**src/rtl/tetris_pkg.sv**
```systemverilog
// Shared constants and types for the active-piece sequencer.
// Geometry is in pixel space: 20 px cells, ten columns and twenty rows.
package tetris_pkg;

  localparam logic [9:0] CELL_PX = 10'd20;
  localparam logic [9:0] COL0_X  = 10'd240;
  localparam logic [9:0] COL9_X  = 10'd420;
  localparam logic [9:0] ROW0_Y  = 10'd60;
  localparam logic [9:0] ROW19_Y = 10'd440;

  typedef enum logic [2:0] {
    ST_IDLE,
    ST_SPAWN,
    ST_RUN,
    ST_CHECK,
    ST_LOCK,
    ST_OVER
  } state_t;

  typedef enum logic [2:0] {
    MV_SPAWN,
    MV_ROT,
    MV_LEFT,
    MV_RIGHT,
    MV_DOWN
  } move_t;

  // One cell step along an axis; dir=1 adds a cell, dir=0 subtracts one.
  // Callers check the board bounds first, so the result never wraps.
  function automatic logic [9:0] px_step(input logic [9:0] x, input logic dir);
    return dir ? (x + CELL_PX) : (x - CELL_PX);
  endfunction

endpackage

```
**src/rtl/gravity_timer.sv**
```systemverilog
// Free-running gravity step timer. Counts 0..DROP_TICKS-1 while enabled
// and pulses tick on the cycle the count wraps. clr restarts the period
// and suppresses a tick in the same cycle.
module gravity_timer #(
  parameter int unsigned DROP_TICKS = 25_000_000
) (
  input  logic clk,
  input  logic rst,
  input  logic en,
  input  logic clr,
  output logic tick
);

  localparam int unsigned CW = (DROP_TICKS > 2) ? $clog2(DROP_TICKS) : 1;
  localparam logic [CW-1:0] LAST = CW'(DROP_TICKS - 1);

  logic [CW-1:0] r_cnt;
  logic          w_at_last;

  assign w_at_last = (r_cnt == LAST);
  assign tick      = en && !clr && w_at_last;

  // Period counter: cleared on request, otherwise advances while enabled.
  always_ff @(posedge clk or posedge rst) begin
    if (rst) begin
      r_cnt <= '0;
    end else if (clr) begin
      r_cnt <= '0;
    end else if (en) begin
      r_cnt <= w_at_last ? '0 : r_cnt + 1'b1;
    end
  end

endmodule

```
**src/rtl/piece_move_ctrl.sv**
```systemverilog
// Active tetromino sequencer: gravity, player move/rotate requests, the
// collision-check handshake, lock and respawn. Holds the committed anchor
// position in pixel space.
//
// Handshakes (both follow the same valid/ready rule):
//   chk_req/chk_ack   : chk_req rises on the first CHECK cycle, cand_* are
//                       stable while it is high, and the cycle chk_ack is
//                       sampled high completes the transfer (chk_hit valid
//                       in that same cycle). chk_req drops the next cycle.
//   lock_valid/lock_ready : lock_valid is held with cur_* frozen until
//                       lock_ready is sampled high.
// Both request outputs decode directly from the state register, so an
// asynchronous reset removes them immediately.
module piece_move_ctrl
  import tetris_pkg::*;
#(
  parameter int unsigned DROP_TICKS = 25_000_000,
  parameter logic [9:0]  SPAWN_X    = 10'd320
) (
  input  logic       clk,
  input  logic       rst,
  input  logic       start,
  input  logic       btn_left,
  input  logic       btn_right,
  input  logic       btn_rot,
  input  logic       btn_down,
  output logic       chk_req,
  output logic [9:0] cand_x,
  output logic [9:0] cand_y,
  output logic [1:0] cand_rot,
  input  logic       chk_ack,
  input  logic       chk_hit,
  output logic [9:0] cur_x,
  output logic [9:0] cur_y,
  output logic [1:0] cur_rot,
  output logic       lock_valid,
  input  logic       lock_ready,
  output logic       game_over,
  output state_t     dbg_state
);

  state_t     r_state;
  state_t     w_next;

  logic [9:0] r_cur_x;
  logic [9:0] r_cur_y;
  logic [1:0] r_cur_rot;
  logic [9:0] r_cand_x;
  logic [9:0] r_cand_y;
  logic [1:0] r_cand_rot;
  move_t      r_kind;
  logic       r_grav_pend;

  logic       w_load_cand;
  logic [9:0] w_cand_x;
  logic [9:0] w_cand_y;
  logic [1:0] w_cand_rot;
  move_t      w_kind;
  logic       w_commit;
  logic       w_take_down;
  logic       w_take_grav;

  logic       w_grav_en;
  logic       w_grav_clr;
  logic       w_grav_tick;

  // Gravity only advances while a piece is in play. Entering SPAWN starts
  // a fresh period for the new piece; a soft drop restarts it as well.
  assign w_grav_en  = (r_state == ST_RUN) || (r_state == ST_CHECK);
  assign w_grav_clr = (r_state == ST_SPAWN) || w_take_down;

  gravity_timer #(
    .DROP_TICKS(DROP_TICKS)
  ) u_gravity_timer (
    .clk  (clk),
    .rst  (rst),
    .en   (w_grav_en),
    .clr  (w_grav_clr),
    .tick (w_grav_tick)
  );

  // State register.
  always_ff @(posedge clk or posedge rst) begin
    if (rst) begin
      r_state <= ST_IDLE;
    end else begin
      r_state <= w_next;
    end
  end

  // Next-state and candidate selection. In RUN only the highest-priority
  // request is taken each cycle: rot > left > right > down > gravity.
  // A wall-blocked move is still "taken" and simply produces no check.
  always_comb begin
    w_next      = r_state;
    w_load_cand = 1'b0;
    w_cand_x    = r_cur_x;
    w_cand_y    = r_cur_y;
    w_cand_rot  = r_cur_rot;
    w_kind      = r_kind;
    w_commit    = 1'b0;
    w_take_down = 1'b0;
    w_take_grav = 1'b0;
    case (r_state)
      ST_IDLE: begin
        if (start) w_next = ST_SPAWN;
      end
      ST_SPAWN: begin
        w_load_cand = 1'b1;
        w_cand_x    = SPAWN_X;
        w_cand_y    = ROW0_Y;
        w_cand_rot  = 2'd0;
        w_kind      = MV_SPAWN;
        w_next      = ST_CHECK;
      end
      ST_RUN: begin
        if (btn_rot) begin
          w_load_cand = 1'b1;
          w_cand_rot  = r_cur_rot + 2'd1;
          w_kind      = MV_ROT;
          w_next      = ST_CHECK;
        end else if (btn_left) begin
          if (r_cur_x != COL0_X) begin
            w_load_cand = 1'b1;
            w_cand_x    = px_step(r_cur_x, 1'b0);
            w_kind      = MV_LEFT;
            w_next      = ST_CHECK;
          end
        end else if (btn_right) begin
          if (r_cur_x != COL9_X) begin
            w_load_cand = 1'b1;
            w_cand_x    = px_step(r_cur_x, 1'b1);
            w_kind      = MV_RIGHT;
            w_next      = ST_CHECK;
          end
        end else if (btn_down || r_grav_pend) begin
          w_take_down = btn_down;
          w_take_grav = !btn_down;
          if (r_cur_y == ROW19_Y) begin
            w_next = ST_LOCK;
          end else begin
            w_load_cand = 1'b1;
            w_cand_y    = px_step(r_cur_y, 1'b1);
            w_kind      = MV_DOWN;
            w_next      = ST_CHECK;
          end
        end
      end
      ST_CHECK: begin
        if (chk_ack) begin
          if (!chk_hit) begin
            w_commit = 1'b1;
            w_next   = ST_RUN;
          end else begin
            case (r_kind)
              MV_SPAWN: w_next = ST_OVER;
              MV_DOWN:  w_next = ST_LOCK;
              default:  w_next = ST_RUN;
            endcase
          end
        end
      end
      ST_LOCK: begin
        if (lock_ready) w_next = ST_SPAWN;
      end
      ST_OVER: begin
        if (start) w_next = ST_SPAWN;
      end
      default: begin
        w_next = ST_IDLE;
      end
    endcase
  end

  // Candidate registers: loaded only when a request is accepted, so they
  // stay stable for the whole CHECK interval.
  always_ff @(posedge clk or posedge rst) begin
    if (rst) begin
      r_cand_x   <= SPAWN_X;
      r_cand_y   <= ROW0_Y;
      r_cand_rot <= 2'd0;
      r_kind     <= MV_SPAWN;
    end else if (w_load_cand) begin
      r_cand_x   <= w_cand_x;
      r_cand_y   <= w_cand_y;
      r_cand_rot <= w_cand_rot;
      r_kind     <= w_kind;
    end
  end

  // Committed position: updated only on a clean (no-hit) check result.
  always_ff @(posedge clk or posedge rst) begin
    if (rst) begin
      r_cur_x   <= SPAWN_X;
      r_cur_y   <= ROW0_Y;
      r_cur_rot <= 2'd0;
    end else if (w_commit) begin
      r_cur_x   <= r_cand_x;
      r_cur_y   <= r_cand_y;
      r_cur_rot <= r_cand_rot;
    end
  end

  // Pending gravity step: set by a timer wrap (even mid-check), consumed
  // when gravity is taken, discarded by a soft drop or a new spawn.
  always_ff @(posedge clk or posedge rst) begin
    if (rst) begin
      r_grav_pend <= 1'b0;
    end else if (w_grav_clr) begin
      r_grav_pend <= 1'b0;
    end else if (w_grav_tick) begin
      r_grav_pend <= 1'b1;
    end else if (w_take_grav) begin
      r_grav_pend <= 1'b0;
    end
  end

  assign chk_req    = (r_state == ST_CHECK);
  assign lock_valid = (r_state == ST_LOCK);
  assign game_over  = (r_state == ST_OVER);
  assign cand_x     = r_cand_x;
  assign cand_y     = r_cand_y;
  assign cand_rot   = r_cand_rot;
  assign cur_x      = r_cur_x;
  assign cur_y      = r_cur_y;
  assign cur_rot    = r_cur_rot;
  assign dbg_state  = r_state;

endmodule

```
**config.mk**
```make
export PLATFORM = sky130hd
export DESIGN_NAME = piece_move_ctrl
export DESIGN_NICKNAME = d
export VERILOG_FILES = /design/src/rtl/tetris_pkg.sv /design/src/rtl/gravity_timer.sv /design/src/rtl/piece_move_ctrl.sv
export SDC_FILE = /design/constraint.sdc
export NUM_CORES = 1
export LEC_CHECK = 0
export ABC_AREA = 1
export BUFFER_PORTS_ARGS = -buffer_cell sky130_fd_sc_hd__buf_2
export CORE_MARGIN = 2
export CORE_UTILIZATION = 60
export CTS_BUF_LIST = sky130_fd_sc_hd__clkbuf_8
export DETAILED_ROUTE_END_ITERATION = 16
export GPL_TIMING_DRIVEN = 0
export HOLD_SLACK_MARGIN = 0.03
export PLACE_DENSITY = 0.82
export SYNTH_ARGS = -nofsm -noshare
export SYNTH_HDL_FRONTEND = slang
export SYNTH_SLANG_ARGS = --single-unit
export TNS_END_PERCENT = 100
```
**constraint.sdc**
```tcl
create_clock -name clk -period 3.76 [get_ports clk]
set_clock_uncertainty 0.2 [all_clocks]
set_input_delay 0.752 -clock clk [delete_from_list [all_inputs] [get_ports clk]]
set_output_delay 0.752 -clock clk [all_outputs]
set_load 0.005 [all_outputs]
```
==> summary.txt <==
GR Util met1 = 44.5%
Skew-Pair Late Insertion Delay = 360 ps
layout cells sized above 1 = 16.4%
Cell Area, Placed = 5170 um^2
fin util = 69.9%
most used routing layer = met2
Worst-path clk slew = 90 ps
Post-Layout Cell Count = 854
vias in the first global route = 4,663
status = completed
CP Cell Sequence = inv_1 > ha_1 > nand2_1 > nor2_1 > nand3_1 > nand2_1 > a21oi_1 > nand2_2 > nand2_4 > buf_6 > nand3_1 > nand2_1
crit-path max FO = 10
max cap viols = 0
post-DR vias/cell = 5.63
Max Clk Rate = 391 MHz
# DRC = 0
setup_tns = 0 ps
die area = 8580 um^2
Finished Cell Area = 5380 um^2
Core ar. = 7690 um^2
Synthesis Warnings = 0
HP Class = in2async
Worst setup SP type = flop
Yosys top cell area share = 34.0%
Ports = 60
max-slew violations = 0
post-CTS sizing = 0
critical path's slowest cell = dfstp_2
Power Density = 671 nW/um^2
Initial Util = 61.3%
CP peak stage delay = 590 ps
syn_nets = 692
Tot GR Track Use = 32.7%
endpoint type of the worst setup path = flop
ys async rst share = 100%
grt ovf = 0
Synth area leader = dfrtp_1
dpl hpwl = 10,000 um
period utilization = 67.9%
floorplan row count = 32
Avg Inst Size Synth = 6.97 um^2
maximum clock path buffer count = 2
delay-heaviest family, CP = simple AND/OR/NAND/NOR gates
CP Buf/Inv Count = 2
via count = 4,808
largest net degree at the start of global routing = 50
Post-Syn Instances = 676
sequential-to-total area share from yosys stat = 40.7%
Pre-antenna DRT Iters = 5
Area contributors post-synth = dfrtp_1 34%, nand2_1 15%, nand3_1 7.9%
CTS Sinks = 76
Synth Cell Area = 4710 um^2
drt wl/cell = 15.6 um
Post-synth top cells = 183 x nand2_1, 93 x inv_1, 83 x nor2_1
Pleak = 0.00271 uW
met2 usage = 53.1%
Nets = 763
ys flop type = dfrtp_1
Worst-Margin Slew = 619 ps
Die Y-Extent = 92.6 um
IO Port Bufs = 59
first-pass GRT wire length = 22,200 um
Chip Width = 92.6 um
Rel. slew slack = 58.7%
RSZ-0062 raised after global routing = no
Final Hold Fails = 0
synthesized flop and latch total = 76
Hold Buf Count CTS = 0
Antenna diodes = 0
number of CTS-inserted buffers = 9
most numerous cell on the critical path = nand2_1
H-tree depth = 3
GPL Wtd Cong = 0.983
cell with the most instances after synthesis = nand2_1
WP data arrival = 2640 ps
Distinct cells, synth = 38
Global Route met3 Usage = 4.88%
placed cell count = 838
clk root buf = clkbuf_8
CP required = 3850 ps
Min Clock Period, post-route = 2550 ps
Worst VDD drop = 444 uV
antenna-violating nets left = 0
reg2reg end = cand_x[2]
final setup fails = 0
Critical R2R Launch = cur_y[2]
r2r setup slk = 1210 ps
kind of critical path = reg2reg
antenna violations before repair = 0
Post-synth EDFFs = 0
CTS tree = done
Routed WL = 13,300 um
Iter 0 DRT Violations = 320
Post-CTS Setup Bufs = 0
FF-to-FF path depth = 12
Area Growth Syn to Fin = 14.1%
==> logic make-up (layout without fill, tap and decap cells) <==
kind of cell    after synthesis  in the layout  share of synthesized area (%)
compound gates               97             97                           11.6
xor+xnor                      7              7                           1.30
mux                           1              1                          0.239
flops                        76             76                           40.7
fa+ha+maj                     6              6                           1.59
buf+inv                     112            188                           9.90
simple gates                377            377                           34.7
==> state kept, by name (all words and copies together), names as in the netlist <==
| signal | flops |
|---|---|
| cand_x | 10 |
| dbg_state | 3 |
| cand_y | 10 |
| r_kind | 3 |
| cur_y | 10 |
| cur_rot | 2 |
| cur_x | 10 |
| u_gravity_timer.r_cnt | 25 |
| r_grav_pend | 1 |
| cand_rot | 2 |
==> cell usage in the layout (no fill, tap or decap), types with 3 or more instances in the layout <==
| cell | netlist | final |
|---|---|---|
| a21oi_1 | 20 | 20 |
| dfrtp_1 | 64 | 64 |
| buf_4 | 4 | 4 |
| nand4_1 | 19 | 19 |
| o21ai_0 | 52 | 52 |
| dfstp_2 | 12 | 12 |
| buf_2 | 3 | 62 |
| clkbuf_1 | 6 | 6 |
| o21ai_2 | 10 | 10 |
| ha_1 | 6 | 6 |
| clkbuf_8 | 0 | 11 |
| nand3_1 | 74 | 74 |
| o21ai_1 | 4 | 4 |
| buf_6 | 3 | 3 |
| nand2_1 | 183 | 183 |
| nand3b_1 | 3 | 3 |
| xor2_1 | 6 | 6 |
| o211ai_1 | 3 | 3 |
| nor3_1 | 4 | 4 |
| nor2_1 | 83 | 83 |
| inv_1 | 93 | 92 |
==> how the worst max path moves through the flow <==
stage	startpoint	to	slack, ps	depth (start not counted)
3_5_place_dp	btn_right	cand_x[2]	1040	11
5_1_grt	cur_y[2]	cand_x[2]	1070	12
4_1_cts	cur_y[2]	cand_x[2]	1240	12
3_3_place_gp	rst	cur_x[9]	40	2
6_report	cur_y[2]	cand_x[2]	1210	12
2_1_floorplan	rst	cand_rot[0]	890	1
==> cell type report <==
cell class	instances	area, um^2
timing repair buffer	60	323
sequential	76	1920
multi-input combinational	488	2330
buffer	16	101
fill	667	2310
inverter	96	368
tap	102	128
clock buffer	11	151
clock inverter	5	58.8
==> per-layer routing <==
| layer | up-vias | wire length (um) |
|---|---|---|
| met4 | 0 | 341 |
| met1 | 2230 | 5570 |
| met5 | - | 0 |
| li1 | 2326 | - |
| met3 | 36 | 1030 |
| met2 | 216 | 6340 |
==> per-stage QoR <==
stage	hold WS, ps	setup WS [ps]	power [uW]
global placement	289	36.1	2880
detailed placement	304	1040	2930
floorplan	279	890	2320
finish	179	1210	3610
global route	215	1070	3860
CTS	193	1240	3590
==> report_power, final <==
group	switching, uW	leakage (uW)	internal, uW
logic	1120	0.00163	558
clock network	313	0.000102	344
registers	228	0.000977	1040
total	1660	0.00271	1940
Power figures use the tool's default switching activity.
